### config.mk
export PLATFORM = sky130hd
export DESIGN_NAME = sram_icb_arb_flat
export DESIGN_NICKNAME = d
export VERILOG_FILES = /design/src/rtl/sram_icb_arb_if.sv /design/src/rtl/sram_icb_arb.sv /design/src/flat_wrapper.sv
export SDC_FILE = /design/constraint.sdc
export NUM_CORES = 1
export LEC_CHECK = 0
export BUFFER_PORTS_ARGS = -buffer_cell sky130_fd_sc_hd__buf_4
export CORE_AREA = 2 2 125 127
export DETAILED_ROUTE_END_ITERATION = 6
export DIE_AREA = 0 0 127 129
export PLACE_DENSITY_LB_ADDON = 0.15
export SLEW_MARGIN = 10
export SYNTH_ARGS = -nofsm -noshare
export SYNTH_HDL_FRONTEND = slang
export SYNTH_SLANG_ARGS = --single-unit
### constraint.sdc
create_clock -name clk -period 1.4 [get_ports clk]
set_input_delay 0.07 -clock clk [delete_from_list [all_inputs] [get_ports clk]]
set_output_delay 0.07 -clock clk [all_outputs]
set_load 0.02 [all_outputs]
### src/rtl/sram_icb_arb_if.sv
// ICB bus bundle: one command channel plus one response channel.
// Used for both masters and the shared SRAM slave port.
interface sram_icb_arb_if #(
  parameter int ADDR_W = 32,
  parameter int DATA_W = 32
);
  logic              icb_cmd_valid;
  logic              icb_cmd_ready;
  logic [ADDR_W-1:0] icb_cmd_addr;
  logic              icb_cmd_read;
  logic [DATA_W-1:0] icb_cmd_wdata;
  logic [DATA_W/8-1:0] icb_cmd_wmask;
  logic              icb_rsp_valid;
  logic              icb_rsp_ready;
  logic              icb_rsp_err;
  logic [DATA_W-1:0] icb_rsp_rdata;

  modport master (
    output icb_cmd_valid, icb_cmd_addr, icb_cmd_read,
    output icb_cmd_wdata, icb_cmd_wmask, icb_rsp_ready,
    input  icb_cmd_ready, icb_rsp_valid, icb_rsp_err,
    input  icb_rsp_rdata
  );

  modport slave (
    input  icb_cmd_valid, icb_cmd_addr, icb_cmd_read,
    input  icb_cmd_wdata, icb_cmd_wmask, icb_rsp_ready,
    output icb_cmd_ready, icb_rsp_valid, icb_rsp_err,
    output icb_rsp_rdata
  );
endinterface

### src/rtl/sram_icb_arb.sv
// Two-master round-robin ICB arbiter in front of the SRAM slave.
// One transaction in flight; write responses are generated locally.
module sram_icb_arb #(
  parameter int ADDR_W = 32,
  parameter int DATA_W = 32
) (
  input logic clk,
  input logic rst_n,
  sram_icb_arb_if.slave  m0,
  sram_icb_arb_if.slave  m1,
  sram_icb_arb_if.master s
);

  typedef enum logic [1:0] {
    IDLE,
    RD_WAIT,
    WR_RSP
  } state_t;

  state_t state;
  state_t state_nxt;
  logic   owner;
  logic   last;
  logic   gnt;
  logic   hs;

  always_comb begin
    gnt = (m0.icb_cmd_valid & m1.icb_cmd_valid) ? ~last
                                                : m1.icb_cmd_valid;
    state_nxt          = state;
    hs                 = 1'b0;
    s.icb_cmd_valid    = 1'b0;
    s.icb_cmd_addr     = gnt ? m1.icb_cmd_addr  : m0.icb_cmd_addr;
    s.icb_cmd_read     = gnt ? m1.icb_cmd_read  : m0.icb_cmd_read;
    s.icb_cmd_wdata    = gnt ? m1.icb_cmd_wdata : m0.icb_cmd_wdata;
    s.icb_cmd_wmask    = gnt ? m1.icb_cmd_wmask : m0.icb_cmd_wmask;
    s.icb_rsp_ready    = 1'b0;
    m0.icb_cmd_ready   = 1'b0;
    m1.icb_cmd_ready   = 1'b0;
    m0.icb_rsp_valid   = 1'b0;
    m0.icb_rsp_err     = 1'b0;
    m0.icb_rsp_rdata   = '0;
    m1.icb_rsp_valid   = 1'b0;
    m1.icb_rsp_err     = 1'b0;
    m1.icb_rsp_rdata   = '0;
    unique case (state)
      IDLE: begin
        s.icb_cmd_valid  = m0.icb_cmd_valid | m1.icb_cmd_valid;
        m0.icb_cmd_ready = ~gnt & s.icb_cmd_ready;
        m1.icb_cmd_ready =  gnt & s.icb_cmd_ready;
        hs = s.icb_cmd_valid & s.icb_cmd_ready;
        if (hs) begin
          state_nxt = s.icb_cmd_read ? RD_WAIT : WR_RSP;
        end
      end
      RD_WAIT: begin
        if (owner) begin
          s.icb_rsp_ready  = m1.icb_rsp_ready;
          m1.icb_rsp_valid = s.icb_rsp_valid;
          m1.icb_rsp_err   = s.icb_rsp_err;
          m1.icb_rsp_rdata = s.icb_rsp_rdata;
        end else begin
          s.icb_rsp_ready  = m0.icb_rsp_ready;
          m0.icb_rsp_valid = s.icb_rsp_valid;
          m0.icb_rsp_err   = s.icb_rsp_err;
          m0.icb_rsp_rdata = s.icb_rsp_rdata;
        end
        if (s.icb_rsp_valid & s.icb_rsp_ready) begin
          state_nxt = IDLE;
        end
      end
      WR_RSP: begin
        if (owner) begin
          m1.icb_rsp_valid = 1'b1;
          if (m1.icb_rsp_ready) state_nxt = IDLE;
        end else begin
          m0.icb_rsp_valid = 1'b1;
          if (m0.icb_rsp_ready) state_nxt = IDLE;
        end
      end
      default: state_nxt = IDLE;
    endcase
  end

  // last starts at 1 so m0 wins the first tie
  always_ff @(posedge clk or negedge rst_n) begin
    if (!rst_n) begin
      state <= IDLE;
      owner <= 1'b0;
      last  <= 1'b1;
    end else begin
      state <= state_nxt;
      if (hs) begin
        owner <= gnt;
        last  <= gnt;
      end
    end
  end

endmodule

### src/flat_wrapper.sv
// flat-port wrapper written by rule: the top's interface ports become plain ports
module sram_icb_arb_flat 
#(
  parameter int ADDR_W = 32,
  parameter int DATA_W = 32
)
  (clk, rst_n, m0_icb_cmd_valid, m0_icb_cmd_addr, m0_icb_cmd_read, m0_icb_cmd_wdata, m0_icb_cmd_wmask, m0_icb_rsp_ready, m0_icb_cmd_ready, m0_icb_rsp_valid, m0_icb_rsp_err, m0_icb_rsp_rdata, m1_icb_cmd_valid, m1_icb_cmd_addr, m1_icb_cmd_read, m1_icb_cmd_wdata, m1_icb_cmd_wmask, m1_icb_rsp_ready, m1_icb_cmd_ready, m1_icb_rsp_valid, m1_icb_rsp_err, m1_icb_rsp_rdata, s_icb_cmd_valid, s_icb_cmd_addr, s_icb_cmd_read, s_icb_cmd_wdata, s_icb_cmd_wmask, s_icb_rsp_ready, s_icb_cmd_ready, s_icb_rsp_valid, s_icb_rsp_err, s_icb_rsp_rdata);
  sram_icb_arb_if #(.ADDR_W(ADDR_W), .DATA_W(DATA_W)) m0_i ();
  sram_icb_arb_if #(.ADDR_W(ADDR_W), .DATA_W(DATA_W)) m1_i ();
  sram_icb_arb_if #(.ADDR_W(ADDR_W), .DATA_W(DATA_W)) s_i ();
  input logic clk;
  input logic rst_n;
  input wire logic [$bits(m0_i.icb_cmd_valid)-1:0] m0_icb_cmd_valid;
  input wire logic [$bits(m0_i.icb_cmd_addr)-1:0] m0_icb_cmd_addr;
  input wire logic [$bits(m0_i.icb_cmd_read)-1:0] m0_icb_cmd_read;
  input wire logic [$bits(m0_i.icb_cmd_wdata)-1:0] m0_icb_cmd_wdata;
  input wire logic [$bits(m0_i.icb_cmd_wmask)-1:0] m0_icb_cmd_wmask;
  input wire logic [$bits(m0_i.icb_rsp_ready)-1:0] m0_icb_rsp_ready;
  output wire logic [$bits(m0_i.icb_cmd_ready)-1:0] m0_icb_cmd_ready;
  output wire logic [$bits(m0_i.icb_rsp_valid)-1:0] m0_icb_rsp_valid;
  output wire logic [$bits(m0_i.icb_rsp_err)-1:0] m0_icb_rsp_err;
  output wire logic [$bits(m0_i.icb_rsp_rdata)-1:0] m0_icb_rsp_rdata;
  input wire logic [$bits(m1_i.icb_cmd_valid)-1:0] m1_icb_cmd_valid;
  input wire logic [$bits(m1_i.icb_cmd_addr)-1:0] m1_icb_cmd_addr;
  input wire logic [$bits(m1_i.icb_cmd_read)-1:0] m1_icb_cmd_read;
  input wire logic [$bits(m1_i.icb_cmd_wdata)-1:0] m1_icb_cmd_wdata;
  input wire logic [$bits(m1_i.icb_cmd_wmask)-1:0] m1_icb_cmd_wmask;
  input wire logic [$bits(m1_i.icb_rsp_ready)-1:0] m1_icb_rsp_ready;
  output wire logic [$bits(m1_i.icb_cmd_ready)-1:0] m1_icb_cmd_ready;
  output wire logic [$bits(m1_i.icb_rsp_valid)-1:0] m1_icb_rsp_valid;
  output wire logic [$bits(m1_i.icb_rsp_err)-1:0] m1_icb_rsp_err;
  output wire logic [$bits(m1_i.icb_rsp_rdata)-1:0] m1_icb_rsp_rdata;
  output wire logic [$bits(s_i.icb_cmd_valid)-1:0] s_icb_cmd_valid;
  output wire logic [$bits(s_i.icb_cmd_addr)-1:0] s_icb_cmd_addr;
  output wire logic [$bits(s_i.icb_cmd_read)-1:0] s_icb_cmd_read;
  output wire logic [$bits(s_i.icb_cmd_wdata)-1:0] s_icb_cmd_wdata;
  output wire logic [$bits(s_i.icb_cmd_wmask)-1:0] s_icb_cmd_wmask;
  output wire logic [$bits(s_i.icb_rsp_ready)-1:0] s_icb_rsp_ready;
  input wire logic [$bits(s_i.icb_cmd_ready)-1:0] s_icb_cmd_ready;
  input wire logic [$bits(s_i.icb_rsp_valid)-1:0] s_icb_rsp_valid;
  input wire logic [$bits(s_i.icb_rsp_err)-1:0] s_icb_rsp_err;
  input wire logic [$bits(s_i.icb_rsp_rdata)-1:0] s_icb_rsp_rdata;
  assign m0_i.icb_cmd_valid = m0_icb_cmd_valid;
  assign m0_i.icb_cmd_addr = m0_icb_cmd_addr;
  assign m0_i.icb_cmd_read = m0_icb_cmd_read;
  assign m0_i.icb_cmd_wdata = m0_icb_cmd_wdata;
  assign m0_i.icb_cmd_wmask = m0_icb_cmd_wmask;
  assign m0_i.icb_rsp_ready = m0_icb_rsp_ready;
  assign m0_icb_cmd_ready = m0_i.icb_cmd_ready;
  assign m0_icb_rsp_valid = m0_i.icb_rsp_valid;
  assign m0_icb_rsp_err = m0_i.icb_rsp_err;
  assign m0_icb_rsp_rdata = m0_i.icb_rsp_rdata;
  assign m1_i.icb_cmd_valid = m1_icb_cmd_valid;
  assign m1_i.icb_cmd_addr = m1_icb_cmd_addr;
  assign m1_i.icb_cmd_read = m1_icb_cmd_read;
  assign m1_i.icb_cmd_wdata = m1_icb_cmd_wdata;
  assign m1_i.icb_cmd_wmask = m1_icb_cmd_wmask;
  assign m1_i.icb_rsp_ready = m1_icb_rsp_ready;
  assign m1_icb_cmd_ready = m1_i.icb_cmd_ready;
  assign m1_icb_rsp_valid = m1_i.icb_rsp_valid;
  assign m1_icb_rsp_err = m1_i.icb_rsp_err;
  assign m1_icb_rsp_rdata = m1_i.icb_rsp_rdata;
  assign s_icb_cmd_valid = s_i.icb_cmd_valid;
  assign s_icb_cmd_addr = s_i.icb_cmd_addr;
  assign s_icb_cmd_read = s_i.icb_cmd_read;
  assign s_icb_cmd_wdata = s_i.icb_cmd_wdata;
  assign s_icb_cmd_wmask = s_i.icb_cmd_wmask;
  assign s_icb_rsp_ready = s_i.icb_rsp_ready;
  assign s_i.icb_cmd_ready = s_icb_cmd_ready;
  assign s_i.icb_rsp_valid = s_icb_rsp_valid;
  assign s_i.icb_rsp_err = s_icb_rsp_err;
  assign s_i.icb_rsp_rdata = s_icb_rsp_rdata;
  sram_icb_arb #(.ADDR_W(ADDR_W), .DATA_W(DATA_W)) u_core (.clk(clk), .rst_n(rst_n), .m0(m0_i), .m1(m1_i), .s(s_i));
endmodule
==> flow_metrics.tcl <==
set metrics [dict create \
    final_area_um2 5743 \
    max_freq_ghz 0.6055 \
    synth_cell_types 26 \
    num_rows 45 \
    critPathRequiredTime_ns 1.33 \
    failed_checks "negative setup slack" \
    clk_pin_slew_ns 0.03 \
    critPathArrivalTime_ns 1.58 \
    setup.worst_path.end "s_icb_cmd_wdata[18]" \
    synth_warnings 0 \
    syn2layout_area_growth_pct 248.3 \
    fin_util_pct 38.35 \
    grt.overflow.total 0 \
    cts_made_buffers 3 \
    clockRootBuffer "clkbuf_16" \
    path_class "reg -> out" \
    yosysSeqAreaShare_pct 6.146 \
    die_h_um 129 \
    drive_above_1_share_pct 95.94 \
    cp-startpoint "u_core.last" \
    synth_commonest_cells "mux2_2, and2_1, and3_1, clkbuf_1, mux2_4" \
    power_density_nw_per_um2 1121 \
    ir_drop_mv 0.4085 \
    coreArea_um2 14980 \
    status "finished with violations" \
    drtPass1Iterations 4 \
    dp_hpwl_um 9438 \
    fillers 1538 \
    final.setup.worst_slack_ns -0.2515 \
    synth_top_area_cell "mux2_2" \
    r2r_slack_ns -0.10 \
    timing.rr.end "u_core.state[0]" \
    ys_top_cells_by_area "mux2_2, and2_1, and3_1" \
    grt_antenna_before_repair 0 \
    ys.flop_type "dfrtp_1" \
    start_util_pct 11.01 \
    synth_edf_count 0 \
    clockBufferDepth 2 \
    crit_path_start_kind "flip-flop" \
    fp.dieW_um 127 \
    min_period_over_period_pct 118.0 \
    tritoncts "built" \
    fin_setup_tns_ns -27.01 \
    crit_fanout 12 \
    syn_area_per_cell_um2 8.772 \
    syn-num-nets 371 \
    ant_nets 0 \
    grt_use_total_pct 12.57 \
    pin_count 320 \
    vias 2904 \
    maxSlewHeadroom_pct 73.75 \
    tightest_slew_ns 0.3861 \
    grt_max_degree 24 \
    setup_viol 142 \
    synth_top_area_share_pct 40.29 \
    post-route-min-period_ns 1.652 \
    ys_seq_elements 4 \
    rsz0062_at_grt "yes" \
    vias_per_cell 3.978 \
    drc 0 \
    grt_pass1_wl_um 16240 \
    finalNetCount 726 \
    first_iter_violations 24 \
    first_global_vias 3058 \
    placed_cell_area_um2 4415 \
    drv_cap 0 \
    netlist_area_um2 1649 \
    dieArea_um2 16380 \
    total_power_uw 6439 \
    endpoint_kind "output pin" \
    syn_inst 188 \
    drv_slew 0 \
    gp_congestion 0.7544 \
    numClockSinks 4 \
    hold_viol_final 0 \
    wl_um 11760 \
    p_leak_uw 0.002839 \
    htree_levels 1 \
    timing.hold.ws_ns 0.1459 \
    worst-r2r-cell-count 6 \
    clock_skew_ns 0.004498 \
    wl_per_cell_um 16.11 \
    synthArstFlopShare_pct 100.0 \
    antenna-diode-count 0 \
    yosysMostFrequentCell "mux2_2" \
    insertion_delay_ns 0.22 \
    hold_class "in -> reg" \
    r2r_start "u_core.last" \
    portBuffers 319 \
]
how the worst min path moves through the flow:
stage,slack [ns],to,from,depth (start not counted)
after floorplan,-0.23,u_core.owner,rst_n,0
final,0.15,u_core.last,m1_icb_cmd_valid,3
after CTS,0.15,u_core.last,m1_icb_cmd_valid,3
after global routing,0.17,u_core.last,m1_icb_cmd_valid,3
after detailed placement,-0.12,u_core.state[1],rst_n,1
after global placement,-0.13,u_core.state[1],rst_n,1
cell families after synthesis:
| kind of cell | share of synthesized area, % |
|---|---|
| buffers and inverters | 7.056 |
| AND/OR/NAND/NOR | 28.53 |
| AO/OA/AOI/OAI | 4.932 |
| multiplexers | 50.30 |
| flip-flops | 6.146 |
| adder cells (fa/ha/maj) | 3.035 |
registers in the layout, summed over array words and instances, names as in the netlist:
name	count
u_core.last	1
u_core.owner	1
u_core.state	2
power by group:
part | switching [µW] | internal, µW | leakage (µW) | total (µW)
sequential | 60.5 | 181 | 0.0000480 | 242
combinational | 2470 | 3270 | 0.00275 | 5740
clock | 78.5 | 376 | 0.0000382 | 454
what timing repair did:
item | 4_1_cts | 5_1_grt
hold endpoints to repair | 4 | 0
cloned | 7 | 2
resized for setup | 234 | 39
buffers inserted | 15 | 14
hold buffers | 1 | 0
pin swaps | 29 | 20
endpoints found under the setup margin | 142 | 143
worst max-delay path, cell delays in order (launching register included):
cell	delay, ns
dfstp_2	0.38
a21boi_4	0.18
buf_12	0.17
buf_12	0.14
mux2_2	0.35
buf_6	0.14
stage by stage:
stage	cells	setup slack, ns
floorplan	188	-0.0001913
global placement	696	-0.05175
detailed placement	696	-0.09451
CTS	723	-0.2812
global route	730	-0.3102
finish	730	-0.2515
final cells by class:
cell class                 instances  area, µm²  share of cell area, %
inverter                           4      20.02                 0.3486
timing repair buffer             367       3527                  61.42
tap                              188      235.2                  4.096
sequential                         4      101.3                  1.765
multi-input combinational        163       1780                  31.00
clock buffer                       4      78.83                  1.373
per-layer routing:
layer | share of wire (%) | GRT usage, %
met1 | 31 | 12.01
met2 | 61 | 27.55
met3 | 7.7 | 3.202
met4 | 0.45 | 0.7111
met5 | 0 | 0
cells in the final DEF (no fill, tap or decap), types with 2 or more instances in the layout:
cell type,synthesis,routed
buf_8,1,4
buf_4,5,193
buf_12,0,7
buf_6,1,159
a21oi_1,3,2
and2_4,0,33
nand2_1,4,3
o21ai_0,3,2
clkbuf_16,0,5
nor2b_4,0,2
and3_4,0,32
inv_2,0,2
ha_4,0,3
mux2_2,59,57
dfrtp_1,3,3
mux2_4,9,11
nand3_1,2,2
No activity file was read; power rests on OpenSTA's default activity.
